## src/rtl/dmem_pkg.sv

```systemverilog
`default_nettype none
// ============================================================================
// dmem_pkg : shared types and helpers for the data-memory controller
// Rev 1.0
// ============================================================================
package dmem_pkg;

    typedef enum logic [1:0] {
        CLEAR  = 2'd0,
        IDLE   = 2'd1,
        RMW_WR = 2'd2
    } dmem_state_t;

    localparam int PORT_LSU = 0;
    localparam int PORT_DBG = 1;

    // Byte k of the result comes from new_w when be[k] is set, else from old_w.
    function automatic logic [31:0] be_merge(input logic [31:0] old_w,
                                             input logic [31:0] new_w,
                                             input logic [3:0]  be);
        logic [31:0] res;
        for (int k = 0; k < 4; k++) begin
            res[8*k +: 8] = be[k] ? new_w[8*k +: 8] : old_w[8*k +: 8];
        end
        return res;
    endfunction

endpackage
`default_nettype wire

```

## src/rtl/rr_arb2.sv

```systemverilog
`default_nettype none
// ============================================================================
// rr_arb2 : two-input round-robin arbiter, combinational grant
// Rev 1.0
// ============================================================================
module rr_arb2 (
    input  logic       clk,
    input  logic       rst,
    input  logic       en,
    input  logic [1:0] req,
    output logic [1:0] gnt
);

    // Index of the most recently granted port; favours port 0 after reset.
    logic last;

    always_comb begin
        gnt = 2'b00;
        if (en) begin
            case (req)
                2'b01:   gnt = 2'b01;
                2'b10:   gnt = 2'b10;
                2'b11:   gnt = last ? 2'b01 : 2'b10;
                default: gnt = 2'b00;
            endcase
        end
    end

    always_ff @(posedge clk or posedge rst) begin
        if (rst) begin
            last <= 1'b1;
        end else if (|gnt) begin
            last <= gnt[1];
        end
    end

endmodule
`default_nettype wire

```

## src/rtl/dmem_ctrl.sv

```systemverilog
`default_nettype none
// ============================================================================
// dmem_ctrl : two-port data-memory controller with post-reset clear and
//             read-modify-write sub-word stores
// Rev 1.0
// ============================================================================
module dmem_ctrl #(
    parameter int P_CLR_WORDS = 256
) (
    input  logic        i_clk,
    input  logic        i_rst,
    input  logic [1:0]  i_req,
    input  logic [1:0]  i_we,
    input  logic [31:0] i_addr0,
    input  logic [31:0] i_addr1,
    input  logic [31:0] i_wdata0,
    input  logic [31:0] i_wdata1,
    input  logic [3:0]  i_be0,
    input  logic [3:0]  i_be1,
    output logic [1:0]  o_gnt,
    output logic [1:0]  o_rvalid,
    output logic [31:0] o_rdata,
    output logic [31:0] o_mem_A,
    output logic [31:0] o_mem_WD,
    output logic        o_mem_WE,
    input  logic [31:0] i_mem_RD,
    output logic        o_init_done
);
    import dmem_pkg::*;

    localparam int             CW       = (P_CLR_WORDS > 1) ? $clog2(P_CLR_WORDS) : 1;
    localparam logic [CW-1:0]  CLR_LAST = CW'(P_CLR_WORDS - 1);

    dmem_state_t   state;
    logic [CW-1:0] clr_idx;
    logic [1:0]    gnt;

    logic          sel_we;
    logic [29:0]   sel_word;
    logic [31:0]   sel_wdata;
    logic [3:0]    sel_be;
    logic          sel_partial;

    logic [29:0]   rmw_word;
    logic [31:0]   rmw_wdata;
    logic [31:0]   rmw_old;
    logic [3:0]    rmw_be;

    // Byte offsets are dropped: the array is word addressed.
    logic          unused_addr_lsbs;
    assign unused_addr_lsbs = ^{i_addr0[1:0], i_addr1[1:0]};

    rr_arb2 u_arb (
        .clk (i_clk),
        .rst (i_rst),
        .en  (state == IDLE),
        .req (i_req),
        .gnt (gnt)
    );

    assign o_gnt = gnt;

    assign sel_we      = gnt[PORT_DBG] ? i_we[PORT_DBG]  : i_we[PORT_LSU];
    assign sel_word    = gnt[PORT_DBG] ? i_addr1[31:2]   : i_addr0[31:2];
    assign sel_wdata   = gnt[PORT_DBG] ? i_wdata1        : i_wdata0;
    assign sel_be      = gnt[PORT_DBG] ? i_be1           : i_be0;
    assign sel_partial = (sel_be != 4'hF) && (sel_be != 4'h0);

    // Array drive; forced idle while reset is asserted so a pending RMW
    // write cannot land.
    always_comb begin
        o_mem_A  = 32'd0;
        o_mem_WD = 32'd0;
        o_mem_WE = 1'b0;
        case (state)
            CLEAR: begin
                o_mem_A  = {30'(clr_idx), 2'b00};
                o_mem_WE = 1'b1;
            end
            IDLE: begin
                if (|gnt) begin
                    o_mem_A = {sel_word, 2'b00};
                    if (sel_we && (sel_be == 4'hF)) begin
                        o_mem_WE = 1'b1;
                        o_mem_WD = sel_wdata;
                    end
                end
            end
            RMW_WR: begin
                o_mem_A  = {rmw_word, 2'b00};
                o_mem_WD = be_merge(rmw_old, rmw_wdata, rmw_be);
                o_mem_WE = 1'b1;
            end
            default: ;
        endcase
        if (i_rst) begin
            o_mem_A  = 32'd0;
            o_mem_WD = 32'd0;
            o_mem_WE = 1'b0;
        end
    end

    always_ff @(posedge i_clk or posedge i_rst) begin
        if (i_rst) begin
            state       <= CLEAR;
            clr_idx     <= '0;
            o_init_done <= 1'b0;
            o_rvalid    <= 2'b00;
            o_rdata     <= 32'd0;
            rmw_word    <= 30'd0;
            rmw_wdata   <= 32'd0;
            rmw_old     <= 32'd0;
            rmw_be      <= 4'h0;
        end else begin
            o_rvalid <= 2'b00;
            case (state)
                CLEAR: begin
                    if (clr_idx == CLR_LAST) begin
                        clr_idx     <= '0;
                        state       <= IDLE;
                        o_init_done <= 1'b1;
                    end else begin
                        clr_idx <= clr_idx + 1'b1;
                    end
                end
                IDLE: begin
                    if (|gnt) begin
                        if (!sel_we) begin
                            o_rdata  <= i_mem_RD;
                            o_rvalid <= gnt;
                        end else if (sel_partial) begin
                            rmw_word  <= sel_word;
                            rmw_wdata <= sel_wdata;
                            rmw_be    <= sel_be;
                            rmw_old   <= i_mem_RD;
                            state     <= RMW_WR;
                        end
                    end
                end
                RMW_WR: begin
                    state <= IDLE;
                end
                default: begin
                    state <= CLEAR;
                end
            endcase
        end
    end

endmodule
`default_nettype wire

```

## config.mk

```make
export PLATFORM = sky130hd
export DESIGN_NAME = dmem_ctrl
export DESIGN_NICKNAME = d
export VERILOG_FILES = /design/src/rtl/dmem_pkg.sv /design/src/rtl/rr_arb2.sv /design/src/rtl/dmem_ctrl.sv
export SDC_FILE = /design/constraint.sdc
export NUM_CORES = 1
export LEC_CHECK = 0
export ABC_CLOCK_PERIOD_IN_PS = 7130
export CAP_MARGIN = 20
export CORE_ASPECT_RATIO = 1.4
export CORE_MARGIN = 2
export CORE_UTILIZATION = 45
export CTS_CLUSTER_SIZE = 20
export DETAILED_ROUTE_END_ITERATION = 10
export PLACE_DENSITY = 0.89
export SYNTH_ARGS = -nofsm -noshare
export SYNTH_HDL_FRONTEND = slang
export SYNTH_HIERARCHICAL = 1
export SYNTH_SLANG_ARGS = --single-unit
```

## constraint.sdc

```tcl
create_clock -name i_clk -period 7.13 [get_ports i_clk]
set_clock_uncertainty 0.2 [all_clocks]
set_input_delay 1.0695 -clock i_clk [delete_from_list [all_inputs] [get_ports i_clk]]
set_output_delay 1.0695 -clock i_clk [all_outputs]
set_load 0.01 [all_outputs]
```

# == Word-level counts from Yosys, hierarchy flattened ==
# Cells that the tools add are included.
# classes
add_sub_neg,1
n_eq_ne,12
n_mux,31
bitwise_logic,1
reduce_logical,10
# ops
cell,n
32-bit two-way mux,6
32-bit one-hot mux with 3 select lines,1
32-bit one-hot mux with 2 select lines,1
8-bit two-way mux,5
30-bit two-way mux,1
2-bit two-way mux,9
2-bit one-hot mux with 3 select lines,2
"8-bit by 1-bit adder with 8-bit output, second input constant",1
"8-bit equality test, second input constant",1
"2-bit != test, second input constant",4
4-bit AND reduction,2
"2-bit equality test, second input constant",3
"2-bit by 1-bit equality test with 1-bit output, second input constant",2
"4-bit equality test, second input constant",1
1-bit two-way mux,4
4-bit two-way mux,1
"4-bit != test, second input constant",1
4-bit nonzero test,1
2-bit OR reduction,2
3-bit AND reduction,1
1-bit logical AND,2
2-bit logical NOT,1
1-bit one-hot mux with 2 select lines,1
2-bit AND reduction,1
1-bit NOT,1
# word_totals
regBits,144
out_inout_bits,102

# == Logic depth before layout (Yosys ltp) ==
# Gate-level depths: netlist of run 1.
# depth
ltp_word,10
depth_mapped,13

# == By module ==
# The synthesis of run 1 kept the hierarchy.
# by_module_without_submodules
mod,n_inst,cells_each,area_each_um2
dmem_ctrl,1,689,7524.7
rr_arb2,1,9,66.3

# == Least setup slack after synthesis of run 1 ==
# Ideal clock, no wire load.
# synth_timing
path_type,input port to output port
startpoint,in i_rst
endpoint,out o_mem_WD[10]
arrival_time_ns,5.046
t_required_ns,5.860
slack_ns,0.815
stages,4
path_cell_list,inv_1 nand2_1 clkbuf_1 nor2_1
# synth_via
elab_chain_cells,1
# synth_rtl
item,line_no,source
from (decl),dmem_ctrl.sv:11,"input logic i_rst,"
32-bit two-way mux,dmem_ctrl.sv:96,if (i_rst) begin
to (decl),dmem_ctrl.sv:24,"output logic [31:0] o_mem_WD,"
# No other way between the ends.

# == Worst setup path after layout of run 1 ==
# layout_timing
startpoint,in i_req[1]
endpoint,out o_mem_WD[30]
# layout_via
elab_chain_cells,10
elab_cells_between_ends,15
# layout_rtl
item,line_no,source
from (decl),dmem_ctrl.sv:12,"input logic [1:0] i_req,"
2-bit equality test or 2-bit by 1-bit equality test with 1-bit output (tied branches),rr_arb2.sv:20,case (req)
2-bit one-hot mux with 3 select lines (*),rr_arb2.sv:20,
2-bit two-way mux (*),rr_arb2.sv:19,if (en) begin
4-bit two-way mux,dmem_ctrl.sv:66,assign sel_be = gnt[PORT_DBG] ? i_be1 : i_be0;
4-bit equality test,dmem_ctrl.sv:83,if (sel_we && (sel_be == 4'hF)) begin
1-bit logical AND,dmem_ctrl.sv:83,
32-bit two-way mux,dmem_ctrl.sv:83,
32-bit two-way mux (*),dmem_ctrl.sv:81,if (|gnt) begin
32-bit one-hot mux with 2 select lines (*),dmem_ctrl.sv:75,case (state)
32-bit two-way mux (*),dmem_ctrl.sv:96,
# Every way passes the cells marked *; elsewhere a longest branch is shown, timed or not.

==> results.cfg, run 1 <==
[outcome]
status = finished, final reports clean

[setup_path]
crit_arrival_ns = 4.21
crit_type = input pin to output pin
critical_path.slowest_cell = clkdlybuf4s50_1
worst_setup_path_start_kind = input pin
cp-end-kind = output pin
critPathRequiredTime_ns = 5.86
timing.critical_path.max_delay_family = buffers and inverters
startpoint = i_req[1]
slowest_delay_ns = 0.59
path_buf_inv = 3
r2r_start = state[1]
worstPathCellList = clkdlybuf4s50_1 > nand2_1 > a21oi_4 > mux2i_1 > nor4_2 > nand2_1 > buf_4 > a2bb2oi_1 > nor2_1 > clkdlybuf4s50_1
crit_fanout = 32

[floorplan]
rows = 56
fp.dieW_um = 114
num_io_pins = 276
initial_utilization_pct = 45.7
die_h_um = 158
dieArea_um2 = 17900
core_area_um2 = 16600

[yosys]
synth_top_cell_area_share_pct = 47.1
ys_warn_count = 6
syn_area_um2 = 7590
synthTopCellsByArea = dfrtp_1 (47%), mux2_2 (9.8%), mux2i_1 (9.0%)
synth_seq_cells = 144
syn_area_per_cell_um2 = 10.9
synth_top_area_cell = dfrtp_1
ys_async_sr_fraction_pct = 100
ys_seq_area_share_pct = 47.5
synth_cell_type_count = 37
ys.flop_type = dfrtp_1
synth-edff-count = 0
syn_inst = 698

[sta]
worst_slew_pin_slew_ns = 0.988
drv_slew = 0
hold_viol = 0
max_slew_margin_pct = 34.1
setup_tns_ns = 0
min_period_ns = 5.48
min_period_over_period_pct = 76.8
max_clock_freq_mhz = 183
finalSetupViolations = 0
rsz0062_at_grt = false
hold_ws_ns = 0.274

[finish]
area.growth.synth_to_final_pct = 44.5
antenna_cells = 0
n_fill_cell = 1282
fin_nets = 1122
drive_above_1_share_pct = 16.1

[clocking]
cts-resized-gates = 0
clock_latency_ns = 0.42
ctsHoldBuffers = 0
ctsRootBufferMaster = clkbuf_16
clock-sinks = 144
post_cts.repair.setup_buffers = 0
clk_pin_slew_ns = 0.06
tritoncts = done
cts_made_buffers = 17
htreeDepth = 4
cts.path.max_buffers = 2

[power]
internal-power_uw = 1470
swShare_pct = 22.2
p_per_area_nw_per_um2 = 172
pwr-share-clk_pct = 48.9
sequentialPowerShare_pct = 43.3
combPwrFrac_pct = 7.9
total_leakage_power_uw = 0.00475
irDropWorstVdd_mv = 0.124
p_sw_uw = 419

[routing]
antenna_left = 0
drt_iter0_drc = 270
vias = 6276
wl_mm = 21.4
wl_per_cell_um = 18.5
vias_per_cell = 5.42
drc = 0
dr.pass1.iters = 4

[global_routing]
grt_pass1_wl_mm = 33.8
track_usage_pct = 24.3
grt_pass1_vias = 6549
grt-ovfl-total = 0
antenna_found_initial = 0
grt_max_degree = 90

[placement]
post-dp-hpwl_mm = 15.1
io_buffers = 269
gp_congestion = 0.797

[min_path]
min_from = rmw_wdata[11]
hp-class = flop to flop

[job]
cap_violations = 0
[worst register-to-register path, cell delays in order (launching register included)]
cell and delay (ns):
dfrtp_1 0.40, inv_1 0.11, ha_1 0.35, nand2_1 0.18, a21oi_4 0.51, mux2i_1 0.30, nor4_2 0.44, or3_4 0.59
buf_4 0.49, mux2_4 0.35
[synthesized netlist by cell type, types with 2 or more instances]
library cell  count
and2_1            2
nand2_1          55
xnor2_1           3
a22o_1           17
inv_1             6
dfrtp_1         143
buf_1            10
o21ai_0          43
buf_4             2
clkbuf_1         22
mux2_2           66
or2_2             3
a221oi_1          8
xor2_1            2
nand3_1           6
buf_6            10
nor2_1          101
o21ai_1           8
ha_1              5
mux2_4           33
mux2i_1          68
buf_2            12
and3_1            2
a2bb2oi_1        31
a21oi_1          26
nand4_1           3
[state kept, by name, indices dropped and copies added, names as in the netlist]
register / flops
rmw_word: 30
o_rvalid: 2
o_init_done: 1
u_arb/last: 1
rmw_old: 32
rmw_wdata: 32
o_rdata: 32
state: 2
rmw_be: 4
clr_idx: 8
[layer usage]
layer  part of all wire [%]  wire, um  GRT usage [%]
met5                      0         0              0
met4                    2.8       595           8.83
met3                    6.0      1290           6.58
met2                     53     11400           44.5
met1                     38      8170           26.8
[path summary, 6_finish.rpt]
path | end | slack (ns) | cells after the start
setup / recovery | o_mem_WD[30] | 1.65 | 10
hold / removal | rmw_wdata[11] | 0.27 | 2
setup reg to reg | rmw_old[24] | 3.10 | 9
hold reg to reg | rmw_wdata[11] | 0.27 | 2
max in group asynchronous | o_rdata[31] | 4.50 | 3
min in group asynchronous | u_arb/last | 0.90 | 2
[power by group through the flow]
stage          Combinational (uW)  Sequential [uW]  Clock [uW]
2_1_floorplan                38.0              832           0
3_3_place_gp                  147              832           0
3_5_place_dp                  150              832           0
4_1_cts                       151              817         938
5_1_grt                       161              817         973
6_report                      148              817         922
[area by class of cell]
| class | count | area (um^2) | area share (%) |
|---|---|---|---|
| well taps | 203 | 254 | 2.32 |
| multi-input cells | 493 | 3690 | 33.6 |
| repair buffers | 281 | 2780 | 25.4 |
| clock inverters | 14 | 184 | 1.68 |
| inverters | 6 | 27.5 | 0.251 |
| clock buffers | 17 | 425 | 3.88 |
| flip-flops and latches | 144 | 3600 | 32.9 |
[kinds of logic after synthesis]
| kind of cell | synth area share [%] |
|---|---|
| AO/OA/AOI/OAI | 12.2 |
| XOR/XNOR | 0.577 |
| adder cells (fa/ha/maj) | 0.824 |
| buffers and inverters | 4.35 |
| flip-flops | 47.5 |
| multiplexers | 25.3 |
| other | 0.0494 |
| AND/OR/NAND/NOR | 9.26 |
[stage by stage]
| step | instance area, um^2 | power [uW] | util (%) | setup WS, ns | std cells |
|---|---|---|---|---|---|
| after CTS | 11000 | 1910 | 66.0 | 1.66 | 1158 |
| after detailed placement | 10400 | 982 | 62.4 | 1.66 | 1127 |
| after floorplan | 7590 | 870 | - | 0.815 | 699 |
| final | 11000 | 1890 | 66.0 | 1.65 | 1158 |
| after global placement | 10400 | 980 | 62.4 | 1.76 | 1127 |
| after global routing | 11000 | 1950 | 66.0 | 1.44 | 1158 |
[placed cells by master, fill, tap and decap left out, types with 3 or more instances in the layout]
cell type,n
or2_2,3
xnor2_1,3
bufinv_16,3
a2bb2oi_1,31
o21ai_1,7
mux2_2,66
clkinv_4,3
a22o_1,17
clkdlybuf4s50_1,269
ha_1,4
a21oi_1,25
nor2_1,101
buf_4,12
nand4_1,3
clkbuf_16,17
clkinvlp_4,3
nand3_1,5
a221oi_1,8
mux2_4,33
dfrtp_1,143
o21ai_0,43
mux2i_1,68
inv_6,3
inv_1,5
nand2_1,55
Note: power is estimated with default switching activity, not from simulation.
==> inputs of run 2 (changes only) <==
Settings changed: ABC_CLOCK_PERIOD_IN_PS 7130 to 4400, CORE_UTILIZATION 45 to 41, PLACE_DENSITY 0.89 to 0.85.
Clock period 7.13 ns to 4.4 ns, I/O delays scaled along.
==> results.cfg, run 2 (synthesis gave the netlist of run 1 again) <==
[outcome]
status = finished, final reports clean

[min_path]
hold_path_depth = 1
hp-class = flop to flop

[floorplan]
dieArea_um2 = 19600
initial_utilization_pct = 42.0
die_h_um = 165
core_area_um2 = 18100
num_io_pins = 276
fp.dieW_um = 119
rows = 58

[finish]
final_common_cell = clkdlybuf4s50_1
final_cell_mix = clkdlybuf4s50_1 (268), dfrtp_1 (143), nor2_1 (101), mux2i_1 (68), mux2_2 (66)
drive_above_1_share_pct = 17.1
top_regs = o_rdata: 32 flops, rmw_old: 32 flops, rmw_wdata: 32 flops
area.growth.synth_to_final_pct = 47.1
fin_nets = 1133
post-route-util_pct = 61.8
antenna_cells = 0

[routing]
vias_per_cell = 5.15
dr.pass1.iters = 4
drc = 0
vias = 6215
drt_iter0_drc = 285
antenna_left = 0
wl_mm = 20.7
wl_per_cell_um = 17.1

[sta]
hold_ws_ns = 0.269
hold_viol = 0
finalSetupViolations = 0
drv_slew = 0
setup_tns_ns = 0
min_period_over_period_pct = 96.3
worst_slew_pin_slew_ns = 0.917
min_period_ns = 4.24
max_slew_margin_pct = 38.9
rsz0062_at_grt = false
max_clock_freq_mhz = 236

[clocking]
htreeDepth = 4
clk_pin_slew_ns = 0.06
cts.path.max_buffers = 2
clock_latency_ns = 0.41
tritoncts = done
cts_made_buffers = 17
ctsRootBufferMaster = clkbuf_16
clock-sinks = 144

[power]
irDropWorstVdd_mv = 0.211
p_per_area_nw_per_um2 = 276
total_leakage_power_uw = 0.00484

[placement]
io_buffers = 269
gp_congestion = 0.778
post-dp-hpwl_mm = 14.8

[setup_path]
critPathRequiredTime_ns = 3.54
crit_arrival_ns = 3.38
worst_setup_path_start_kind = input pin
crit_fanout = 11
worst-path-stages = 12
timing.critical_path.max_delay_family = buffers and inverters
path_buf_inv = 5
crit_type = input pin to output pin
cp-end-kind = output pin
reg2reg_depth = 10
critical_path.slowest_cell = clkdlybuf4s50_1
slowest_delay_ns = 0.60
worstPathCellList = clkdlybuf4s50_1 > nand2_1 > a21oi_4 > buf_12 > mux2i_1 > buf_4 > nor4_4 > nand2_2 > buf_4 > a2bb2oi_1 > nor2_1 > clkdlybuf4s50_1

[global_routing]
antenna_found_initial = 1
grt-ovfl-total = 0
track_usage_pct = 21.5
grt_pass1_vias = 6461
grt_pass1_wl_mm = 33.3
grt_max_degree = 73

[job]
cap_violations = 0
run 2: power by group:
| part | internal [uW] | switching (uW) | leakage (uW) |
|---|---|---|---|
| Combinational | 157 | 85.4 | 0.00254 |
| Clock | 952 | 567 | 0.000298 |
| Sequential | 1320 | 0 | 0.00200 |
run 2: final timing paths:
| kind | to | start | slack (ns) |
|---|---|---|---|
| setup / recovery | o_mem_WD[29] | i_req[1] | 0.16 |
| hold / removal | o_init_done | o_init_done | 0.27 |
| setup reg to reg | rmw_old[5] | state[1] | 0.95 |
| hold reg to reg | o_init_done | o_init_done | 0.27 |
| max in group asynchronous | rmw_wdata[12] | i_rst | 1.75 |
| min in group asynchronous | u_arb/last | i_rst | 0.47 |
run 2: area by class of cell:
cell class | instances | area (um^2)
Clock buffer | 19 | 433
Tap cell | 240 | 300
Sequential cell | 144 | 3600
Fill cell | 1458 | 6900
Inverter | 6 | 26.3
Multi-Input combinational cell | 493 | 3700
Timing Repair Buffer | 292 | 2920
Clock inverter | 13 | 185
run 2: metal layers:
metal  routed length [um]  track usage (%)  vias up  part of all wire (%)
met5                   13                0        -                 0.063
met4                  496             8.23        2                   2.4
met3                 1300             6.04       33                   6.3
met2                10700             37.9      207                    52
met1                 8220             24.9     2992                    40
li1                     -                -     2981                     -
run 2: worst register-to-register path, stage by stage, from the launching register on:
cell	delay, ns
dfrtp_1	0.40
inv_1	0.11
ha_1	0.18
nand2_1	0.12
a21oi_4	0.16
buf_12	0.14
mux2i_1	0.51
a41o_1	0.28
or3_4	0.46
buf_12	0.35
mux2_4	0.42
run 2: timing repair:
item                       CTS  global route
buffers inserted             2             0
hold buffers                 0             0
resized for setup            0             4
setup endpoints to repair   18            17
pin swaps                    0             1
run 2: through the flow:
| stage | std cells | total power [uW] | setup WS, ns | area (um^2) |
|---|---|---|---|---|
| finish | 1207 | 3090 | 0.163 | 11200 |
| global route | 1207 | 3190 | 0.00784 | 11200 |
| global placement | 1173 | 1590 | 0.00495 | 10500 |
| CTS | 1207 | 3130 | 0.116 | 11200 |
| detailed placement | 1173 | 1590 | -0.0572 | 10500 |
| floorplan | 699 | 1410 | -0.0101 | 7600 |
==> inputs of run 3 (changes only) <==
Settings changed: CORE_UTILIZATION 41 to 35, PLACE_DENSITY 0.85 to 0.76, SKIP_LAST_GASP set to 1.
==> results.cfg, run 3 (synthesis gave the netlist of run 1 again) <==
[global_routing]
grt_pass1_wl_mm = 33.5
grt_pass1_vias = 6329
grt_max_degree = 80
antenna_found_initial = 0
track_usage_pct = 18.7
grt-ovfl-total = 0

[finish]
final_area_um2 = 11300
final_common_cell = clkdlybuf4s50_1
final_cell_mix = clkdlybuf4s50_1 (244), dfrtp_1 (143), nor2_1 (101), mux2i_1 (68), mux2_2 (66)
fin_nets = 1135
top_regs = o_rdata: 32 flops, rmw_old: 32 flops, rmw_wdata: 32 flops
antenna_cells = 0
area.growth.synth_to_final_pct = 48.8
drive_above_1_share_pct = 17.3
post-route-util_pct = 53.3

[setup_path]
rrSetupSlack_ns = 0.91
reg2reg_depth = 12
crit_arrival_ns = 3.38
r2r_start = state[1]
worst_setup_path_start_kind = input pin
r2r_end = rmw_old[4]
critPathRequiredTime_ns = 3.54
cp-end-kind = output pin
crit_fanout = 18
crit_type = input pin to output pin

[floorplan]
die_h_um = 178
num_io_pins = 276
dieArea_um2 = 22900
rows = 63
fp.dieW_um = 128
core_area_um2 = 21200
initial_utilization_pct = 35.8

[placement]
io_buffers = 269
place_area_um2 = 10600
post-dp-hpwl_mm = 15.3
gp_congestion = 0.781

[clocking]
ctsRootBufferMaster = clkbuf_16
clk_pin_slew_ns = 0.07
ctsHoldBuffers = 0
htreeDepth = 4
cts.path.max_buffers = 2
cts_made_buffers = 17
tritoncts = done
clock-sinks = 144
clock_latency_ns = 0.42

[job]
cap_violations = 0

[outcome]
status = finished, final reports clean

[power]
total_leakage_power_uw = 0.00532
p_total_uw = 3060
p_per_area_nw_per_um2 = 271
irDropWorstVdd_mv = 0.221

[sta]
worst_slew_pin_slew_ns = 0.846
min_period_over_period_pct = 96.3
finalSetupViolations = 0
drv_slew = 0
min_period_ns = 4.24
setup_tns_ns = 0
max_slew_margin_pct = 43.6
max_clock_freq_mhz = 236
hold_ws_ns = 0.268
hold_viol = 0
rsz0062_at_grt = true

[routing]
wl_mm = 21.2
met2_length_mm = 10.9
wl_met1_mm = 8.65
met3RoutedLength_mm = 1.15
vias = 6182
drc = 0
wl_per_cell_um = 17.2
dr.pass1.iters = 4
drt_iter0_drc = 293
vias_per_cell = 5.03
highest_layer = met4
antenna_left = 0

[min_path]
min_from = o_init_done
hold_path_depth = 1
hold_path_end = o_init_done
hp-class = flop to flop
run 3: cell count changes in the layout (fill, tap and decap cells not counted), sizes merged:
cell,previous run,this run
inv,7,12
buf,23,25
clkinv,5,4
dlymetal6s2s,1,25
clkbuf,19,18
clkdlybuf4s50,268,244
bufinv,4,2
clkinvlp,3,2
run 3: worst max-delay path by stage:
stage	from	end	slack, ns	cells after the start
finish	i_req[1]	o_mem_WD[29]	0.16	12
global placement	i_req[1]	o_mem_WD[30]	0.07	11
detailed placement	i_req[1]	o_mem_WD[29]	0.03	11
CTS	i_req[1]	o_mem_WD[29]	0.02	11
floorplan	i_rst	o_mem_WD[10]	-0.01	4
global route	state[1]	o_mem_WD[29]	-0.11	13
run 3: cell type report:
class / count / area (um^2)
multi-input combinational: 493 / 3690
clock buffer: 18 / 439
sequential: 144 / 3600
tap: 260 / 325
clock inverter: 14 / 169
timing repair buffer: 294 / 3040
inverter: 6 / 26.3
fill: 1864 / 9910
run 3: worst max-delay path, stage by stage:
cell	delay [ns]
clkdlybuf4s50_1	0.48
nand2_1	0.12
a21oi_4	0.16
buf_12	0.14
buf_4	0.18
mux2i_1	0.13
nor4_2	0.28
nand2_1	0.14
buf_6	0.20
a2bb2oi_1	0.15
nor2_1	0.14
clkdlybuf4s50_1	0.60
run 3: stage by stage:
| stage | setup WS (ns) | std cells |
|---|---|---|
| 2_1_floorplan | -0.0101 | 699 |
| 3_3_place_gp | 0.0681 | 1195 |
| 3_5_place_dp | 0.0254 | 1195 |
| 4_1_cts | 0.0224 | 1227 |
| 5_1_grt | -0.110 | 1229 |
| 6_report | 0.163 | 1229 |
run 3: power breakdown:
| group | internal [uW] | total [uW] | leakage (uW) | switching, uW |
|---|---|---|---|---|
| sequential | 1320 | 1320 | 0.00200 | 0 |
| combinational | 160 | 246 | 0.00302 | 85.8 |
| clock | 871 | 1490 | 0.000296 | 616 |
run 3: routing by layer:
metal | vias to the layer above | track usage (%)
met5 | - | 0
met4 | 0 | 6.14
met3 | 23 | 4.80
met2 | 179 | 33.3
met1 | 2995 | 22.0
li1 | 2985 | -
run 3: timing repair:
action                     in CTS  in global routing
setup endpoints to repair       0                 33
buffers inserted                0                  1
hold endpoints to repair        0                  0
gates resized for setup         0                 26
